[config.mk]
export PLATFORM = sky130hd
export DESIGN_NAME = rgb_pixel_stage
export DESIGN_NICKNAME = d
export VERILOG_FILES = /design/src/rtl/img_pkg.sv /design/src/rtl/rgb_clamp_gray.sv /design/src/rtl/rgb_pixel_stage.sv
export SDC_FILE = /design/constraint.sdc
export NUM_CORES = 1
export LEC_CHECK = 0
export ABC_CLOCK_PERIOD_IN_PS = 7600
export CAP_MARGIN = 20
export CORE_MARGIN = 2
export CORE_UTILIZATION = 45
export CTS_BUF_LIST = sky130_fd_sc_hd__clkbuf_16
export CTS_CLUSTER_SIZE = 40
export DETAILED_ROUTE_END_ITERATION = 6
export GPL_TIMING_DRIVEN = 0
export PLACE_DENSITY = 0.79
export RECOVER_POWER = 25
export SETUP_SLACK_MARGIN = 0.5
export SLEW_MARGIN = 40
export SYNTH_ARGS = -nofsm -noshare
export SYNTH_HDL_FRONTEND = slang
export SYNTH_SLANG_ARGS = --single-unit
[constraint.sdc]
create_clock -name clk -period 7.6 [get_ports clk]
set_clock_uncertainty 0.2 [all_clocks]
set_input_delay 1.14 -clock clk [delete_from_list [all_inputs] [get_ports clk]]
set_output_delay 1.14 -clock clk [all_outputs]
set_load 0.01 [all_outputs]
[src/rtl/img_pkg.sv]
// Shared definitions for the BMP pixel pipeline: mode encoding, gray weights, pixel type.
package img_pkg;

  typedef enum logic [1:0] {
    MODE_PASS   = 2'd0,
    MODE_BRIGHT = 2'd1,
    MODE_GRAY   = 2'd2,
    MODE_THRESH = 2'd3
  } mode_e;

  localparam int GR_R     = 77;
  localparam int GR_G     = 150;
  localparam int GR_B     = 29;
  localparam int GR_SHIFT = 8;

  typedef struct packed {
    logic [7:0] r;
    logic [7:0] g;
    logic [7:0] b;
  } rgb24_t;

endpackage

[src/rtl/rgb_clamp_gray.sv]
// Combinational pixel helpers: saturating signed offset per channel and luma-weighted gray.
module rgb_clamp_gray
  import img_pkg::*;
(
  input  rgb24_t            i_pix,
  input  logic signed [8:0] i_off,
  output rgb24_t            o_sat,
  input  rgb24_t            i_gpix,
  output logic [7:0]        o_gray
);

  function automatic logic [7:0] sat_add(input logic [7:0] c, input logic signed [8:0] off);
    logic signed [9:0] s;
    s = $signed({2'b00, c}) + $signed({off[8], off});
    if (s < 10'sd0)        return 8'd0;
    else if (s > 10'sd255) return 8'hFF;
    else                   return s[7:0];
  endfunction

  logic [15:0] w_acc;

  always_comb begin
    o_sat.r = sat_add(i_pix.r, i_off);
    o_sat.g = sat_add(i_pix.g, i_off);
    o_sat.b = sat_add(i_pix.b, i_off);
  end

  // Weights sum to 256, so the shifted result always fits in 8 bits.
  assign w_acc  = 16'(GR_R) * 16'(i_gpix.r) + 16'(GR_G) * 16'(i_gpix.g)
                + 16'(GR_B) * 16'(i_gpix.b);
  assign o_gray = 8'(w_acc >> GR_SHIFT);

endmodule

[src/rtl/rgb_pixel_stage.sv]
// Two-stage streaming pixel processor: brightness, then gray/threshold, with frame markers.
module rgb_pixel_stage
  import img_pkg::*;
#(
  parameter int WIDTH  = 768,
  parameter int HEIGHT = 512,
  parameter int COL_W  = 10,
  parameter int ROW_W  = 10
) (
  input  logic              clk,
  input  logic              rst,
  input  logic              start,
  input  logic [1:0]        mode,
  input  logic signed [8:0] bright_off,
  input  logic [7:0]        thresh,
  input  logic              in_valid,
  output logic              in_ready,
  input  logic [7:0]        in_r,
  input  logic [7:0]        in_g,
  input  logic [7:0]        in_b,
  output logic              out_valid,
  input  logic              out_ready,
  output logic [7:0]        out_r,
  output logic [7:0]        out_g,
  output logic [7:0]        out_b,
  output logic              out_sof,
  output logic              out_eol,
  output logic              out_eof,
  output logic              busy,
  output logic              done
);

  localparam int STAGES = 2;

  typedef enum logic [1:0] {S_IDLE, S_RUN, S_DRAIN} state_e;

  state_e            r_state, w_next;
  logic [COL_W-1:0]  r_col;
  logic [ROW_W-1:0]  r_row;
  mode_e             r_mode;
  logic signed [8:0] r_off;
  logic [7:0]        r_thresh;
  logic [STAGES:1]   r_vld_pipe;
  rgb24_t            r_s1_pix, r_s2_pix;
  logic [2:0]        r_s1_flg, r_s2_flg;   // {sof, eol, eof}

  rgb24_t            w_in_pix, w_sat, w_s1, w_s2;
  logic [7:0]        w_gray;
  logic              w_adv, w_acc, w_last_col, w_last_row;
  logic [2:0]        w_flg;

  assign w_in_pix   = '{r: in_r, g: in_g, b: in_b};
  assign w_adv      = !r_vld_pipe[STAGES] || out_ready;
  assign w_acc      = in_valid && in_ready;
  assign w_last_col = (r_col == COL_W'(WIDTH - 1));
  assign w_last_row = (r_row == ROW_W'(HEIGHT - 1));
  assign w_flg      = {(r_col == '0) && (r_row == '0), w_last_col, w_last_col && w_last_row};

  rgb_clamp_gray u_cg (
    .i_pix  (w_in_pix),
    .i_off  (r_off),
    .o_sat  (w_sat),
    .i_gpix (r_s1_pix),
    .o_gray (w_gray)
  );

  assign w_s1 = (r_mode == MODE_PASS) ? w_in_pix : w_sat;

  always_comb begin
    w_s2 = r_s1_pix;
    case (r_mode)
      MODE_GRAY:   w_s2 = '{r: w_gray, g: w_gray, b: w_gray};
      MODE_THRESH: w_s2 = (w_gray >= r_thresh) ? '1 : '0;
      default:     w_s2 = r_s1_pix;
    endcase
  end

  always_comb begin
    w_next   = r_state;
    in_ready = 1'b0;
    busy     = 1'b0;
    done     = 1'b0;
    case (r_state)
      S_IDLE: if (start) w_next = S_RUN;
      S_RUN: begin
        busy     = 1'b1;
        in_ready = w_adv;
        if (in_valid && w_adv && w_last_col && w_last_row) w_next = S_DRAIN;
      end
      S_DRAIN: begin
        busy = 1'b1;
        if (out_valid && out_ready && out_eof) begin
          w_next = S_IDLE;
          done   = 1'b1;
        end
      end
      default: w_next = S_IDLE;
    endcase
  end

  always_ff @(posedge clk) begin
    if (rst) r_state <= S_IDLE;
    else     r_state <= w_next;
  end

  always_ff @(posedge clk) begin
    if (rst) begin
      r_col    <= '0;
      r_row    <= '0;
      r_mode   <= MODE_PASS;
      r_off    <= '0;
      r_thresh <= '0;
    end else if (r_state == S_IDLE && start) begin
      r_col    <= '0;
      r_row    <= '0;
      r_mode   <= mode_e'(mode);
      r_off    <= bright_off;
      r_thresh <= thresh;
    end else if (w_acc) begin
      if (w_last_col) begin
        r_col <= '0;
        r_row <= r_row + 1'b1;
      end else begin
        r_col <= r_col + 1'b1;
      end
    end
  end

  // Whole pipeline moves in lockstep; a stall freezes both stages.
  always_ff @(posedge clk) begin
    if (rst) begin
      r_vld_pipe <= '0;
      r_s1_pix   <= '0;
      r_s2_pix   <= '0;
      r_s1_flg   <= '0;
      r_s2_flg   <= '0;
    end else if (w_adv) begin
      r_vld_pipe <= {r_vld_pipe[STAGES-1:1], w_acc};
      r_s1_pix   <= w_s1;
      r_s1_flg   <= w_acc ? w_flg : 3'b000;
      r_s2_pix   <= w_s2;
      r_s2_flg   <= r_vld_pipe[1] ? r_s1_flg : 3'b000;
    end
  end

  assign out_valid = r_vld_pipe[STAGES];
  assign out_r     = r_s2_pix.r;
  assign out_g     = r_s2_pix.g;
  assign out_b     = r_s2_pix.b;
  assign out_sof   = r_s2_flg[2];
  assign out_eol   = r_s2_flg[1];
  assign out_eof   = r_s2_flg[0];

endmodule
# Word-level counts from Yosys, hierarchy flattened
# Index checks and enable logic that the tools add are counted.
[op_classes]
n_lt_le_gt_ge = 7
mux = 20
mul = 3
n_shift = 0
n_div = 0
reduce_logical = 19
bitwise = 0
n_eq_ne = 9
addsub = 7
[op_table]
columns = ["operator", "n"]
rows = [
  ["$mux 24", 2],
  ["$mux 8", 6],
  ["$pmux 24 s2", 1],
  ["$add 9x9->10", 3],
  ["$gt 10x9->1 const B", 3],
  ["$lt 10x1->1 const B", 3],
  ["$mul 7x8->15 const A", 2],
  ["$add 10x1->10 const B", 2],
  ["$logic_not 10->1", 2],
  ["$add 15x16->16", 1],
  ["$add 16x13->16", 1],
  ["$mul 5x8->13 const A", 1],
  ["$eq 10x10->1 const B", 1],
  ["$eq 10x9->1 const B", 1],
  ["$mux 10", 1],
  ["$logic_and 1x1->1", 9],
  ["$ge 8x8->1", 1],
  ["$eq 2x2->1 const B", 3],
  ["$mux 2", 3],
  ["$mux 3", 2],
  ["$ne 2x2->1 const B", 3],
  ["$pmux 2 s3", 1],
  ["$logic_not 2->1", 2],
  ["$mux 1", 4],
  ["6 further kinds", 7],
]
[word_totals]
latch_bits = 0
output_inout_bits = 31
rom_bits = 0
reg_bits = 97
memories = 0
mem_bits_rw = 0

# Longest topological paths before layout
[logic_depth]
depth_word = 7
ltp_mapped = 32
mapped_depth_nobuf = 31

# By module
# From an unflattened synthesis, not the netlist that was laid out.
[hier_totals]
cells_unflattened = 1060
hier_area_um2 = 8862.2
[modules_own_cells]
columns = ["module", "cells_each", "n_inst", "area_per_inst_um2", "seq_area_each_um2"]
rows = [
  ["rgb_pixel_stage", 550, 1, 4453.0, 1941.9],
  ["rgb_clamp_gray", 510, 1, 4409.2, 0.0],
]

# Worst setup path after synthesis
# OpenSTA, ideal clock, no wires.
[synth_timing]
kind = "flip-flop to flip-flop"
startpoint = "reg r_s1_pix[12] (netlist bit)"
endpoint = "reg r_s2_pix, in the netlist out_r[3]"
path_buffers = 1
period_less_slack_ns = 7.464
arrival_time_ns = 7.130
required_ns = 7.266
stages_incl_launch_ff = 29
slack_ns = 0.136
path_cell_list = "dfxtp_1 -> ha_1 -> ha_1 -> inv_1 -> fa_1 -> fa_1 -> inv_1 -> ha_1 -> xnor2_1 -> fa_1 -> fa_1 -> inv_1 -> fa_1 -> fa_1 -> inv_1 -> ha_1 -> a2111oi_4 -> a211oi_2 -> o21a_1 -> or3_1 -> and2_1 -> ha_1 -> a21o_1 -> a211oi_1 -> o21a_1 -> o21ai_0 -> buf_2 -> a21oi_1 -> a211oi_1"
[synth_via]
elab_chain_cells = 6
[synth_rtl]
columns = ["item", "line", "text"]
rows = [
  ["from (decl)", "rgb_pixel_stage.sv:44", "rgb24_t r_s1_pix, r_s2_pix;"],
  ["from (signal assigned)", "rgb_pixel_stage.sv:139", "r_s1_pix <= w_s1;"],
  ["$mul 7x8->15 *", "rgb_clamp_gray.sv:29", "assign w_acc = 16'(GR_R) * 16'(i_gpix.r) + 16'(GR_G) * 16'(i_gpix.g)"],
  ["$add 15x16->16 *", "rgb_clamp_gray.sv:29", ""],
  ["$add 16x13->16 *", "rgb_clamp_gray.sv:30", "+ 16'(GR_B) * 16'(i_gpix.b);"],
  ["$ge 8x8->1", "rgb_pixel_stage.sv:73", "MODE_THRESH: w_s2 = (w_gray >= r_thresh) ? '1 : '0;"],
  ["$mux 24", "rgb_pixel_stage.sv:73", ""],
  ["$pmux 24 s2 *", "rgb_pixel_stage.sv:71", "case (r_mode)"],
  ["to (signal assigned)", "rgb_pixel_stage.sv:141", "r_s2_pix <= w_s2;"],
  ["to (decl)", "rgb_pixel_stage.sv:44", ""],
]
# Mark *: on every way between the ends. The rest lies on a longest branch, timed or not.
# A chain may end at the register's enable or synchronous reset.

# Worst setup path after layout
[layout_timing]
startpoint = "reg r_s1_pix[13] (netlist bit)"
endpoint = "reg r_s2_pix, in the netlist out_r[4]"
# Same word-level chain as after synthesis.

==> flow_metrics.tcl <==
set metrics [dict create \
    status "complete, no violations" \
    dp.cells 1307 \
    clk_path_buf_depth 2 \
    cts_made_buffers 9 \
    worst_pin_slew_ps 809 \
    drv_slew 0 \
    max_stage_delay_ps 550 \
    ys_types 64 \
    synth_edf_count 0 \
    rsz0062_at_grt "yes" \
    dr.pass1.iters 5 \
    yosysTopAreaCellShare_pct 22.8 \
    globalplace.congestion 0.923 \
    critPathKind "register to register" \
    synth-seq-area-share_pct 22.8 \
    finalCritPeriodShare_pct 97.1 \
    cts_root_buf "clkbuf_16" \
    synth_nets 1225 \
    drt-total-wl_um 23500 \
    finalSetupViolations 0 \
    cts_htree_levels 3 \
    antenna_found_initial 0 \
    vias 7642 \
    worstPathMaxFanout 4 \
    die_h_um 142 \
    grt_first_pass_wirelength_um 37600 \
    yosysWarningCount 0 \
    final_cells 1352 \
    synth_cells 995 \
    cts_num_sinks 97 \
    cap_violations 0 \
    fmax_mhz 136 \
    die_x_um 142 \
    core_area_um2 18600 \
    slew_headroom_pct 45.6 \
    cp_common_cell "ha_4" \
    synth_ff_type "dfxtp_1" \
    clk_pin_slew_ps 70 \
    grt_usage_pct 23.7 \
    cts_tree "done" \
    drtIter0Drc 434 \
    wl_per_cell_um 17.4 \
    r2r_slack_ps 220 \
    syn2layout_area_growth_pct 24.8 \
    synth_most_common_cell "ha_1" \
    drc 0 \
    hold_slack_ps 257 \
    fin_crit_ps 7380 \
    hold_class "register to register" \
    synthTopCellsByArea "dfxtp_1 23%, ha_1 18%, fa_1 14%, inv_1 5.1%, a21oi_1 4.8%" \
    port_buffers 78 \
    vias_per_cell 5.65 \
    hold_violations 0 \
    cp-start-kind "register" \
    syn_area_um2 8530 \
    die_area_um2 20100 \
    cp.arrival_ps 7380 \
    nets 1343 \
    drive_above_1_share_pct 12.9 \
    ant_nets 0 \
    grt_pass1_vias 7740 \
    synthTopCellsByCount "124 x ha_1, 116 x inv_1, 107 x nand2_1, 97 x dfxtp_1, 84 x nor2_1" \
    crit_path_end_kind "register" \
    start_util_pct 45.8 \
    synthArstFlopShare_pct 0 \
    ys_ff_latch 97 \
    rows 50 \
    synth_top_cell_by_area "dfxtp_1" \
    hold_buffers 0 \
    cp.required_ps 7600 \
    grt_overflow 0 \
    slowest_stage "fa_1" \
    clock_latency_ps 350 \
    grt_max_degree 19 \
    synth_area_per_cell_um2 8.57 \
    hpwl_um 17800 \
    io_pins 79 \
    antenna_cells 0 \
]
## per-stage QoR
step	TNS [ps]	setup slack (ps)	utilization (%)	cell area, µm²
6_report	0	224	57.1	10600
5_1_grt	-13.0	-5.71	57.1	10600
4_1_cts	0	304	56.3	10500
3_5_place_dp	-3300	-271	52.0	9690
3_3_place_gp	-685	-97.2	52.0	9690
2_1_floorplan	0	508	-	8610
## cell families (layout without fill, tap and decap cells)
logic type / count (synthesis) / after routing / synth area share, %
fa+ha+maj: 182 / 182 / 31.8
mux: 8 / 8 / 0.939
xor+xnor: 43 / 43 / 4.41
buf+inv: 145 / 268 / 6.44
flops: 97 / 97 / 22.8
compound gates: 229 / 229 / 17.8
simple gates: 291 / 291 / 15.9
## critical path, delay by kind of cell (launching register included)
family                     cells  cell delay, ps
adders and majority gates     11            3720
and+or+nand+nor                4             720
xor gates and xnor gates       1             130
buffers and inverters          5             350
AOI/OAI and AO/OA             11            1730
DFF                            1             370
## metal layers
| layer | global-route usage [%] | share of wire [%] | vias to the layer above |
|---|---|---|---|
| met1 | 29.3 | 42 | 3660 |
| met5 | 0 | 0 | - |
| met3 | 2.73 | 5.3 | 73 |
| li1 | - | - | 3666 |
| met4 | 9.84 | 4.0 | 0 |
| met2 | 41.9 | 49 | 243 |
## cell usage in the layout (no fill, tap or decap), types with 15 or more instances in the layout
cell,instances
o22ai_1,15
dlygate4sd3_1,27
fa_1,58
xnor2_1,19
inv_1,107
dfxtp_1,90
xor2_1,21
clkdlybuf4s50_1,51
nor2_1,80
buf_4,26
a21oi_1,73
clkbuf_1,26
ha_1,104
nand2_1,106
o21ai_0,27
nor3_1,25
a211oi_1,24
ha_4,19
## final cells by class
cell class                      instances  area (µm²)
Fill cell                            1618        8000
Multi-Input combinational cell        753        6530
Sequential cell                        97        1960
Timing Repair Buffer                  107        1020
Inverter                              116         435
Tap cell                              234         293
Clock buffer                            9         225
Buffer                                 29         120
Clock inverter                          7        61.3
## repair_timing
| action | CTS | global route |
|---|---|---|
| resized for setup | 66 | 20 |
| cloned | 1 | 0 |
| hold endpoints to repair | 0 | 0 |
| endpoints found under the setup margin | 24 | 24 |
| buffers inserted | 22 | 6 |
| pin swaps | 47 | 11 |
## state kept, by name (all words and copies together) (netlist names), 3 cells and up
name / cells
r_s2_flg: 3
r_s1_flg: 3
r_thresh: 8
out_g: 8
r_off: 9
r_col: 10
r_row: 10
out_r: 8
r_s1_pix: 24
out_b: 8
## path summary, 6_finish.rpt
path | startpoint | end | depth (start not counted)
max | r_s1_pix[13]$_SDFFE_PP0N_ | out_r[4]$_SDFFE_PP0N_ | 32
min | r_thresh[7]$_SDFFE_PP0P_ | r_thresh[7]$_SDFFE_PP0P_ | 2
max reg2reg | r_s1_pix[13]$_SDFFE_PP0N_ | out_r[4]$_SDFFE_PP0N_ | 32
min reg2reg | r_thresh[7]$_SDFFE_PP0P_ | r_thresh[7]$_SDFFE_PP0P_ | 2
Power is left out: the tool's default activity adds up to more than one toggle a clock period on the data nets, which glitch-free logic cannot reach.
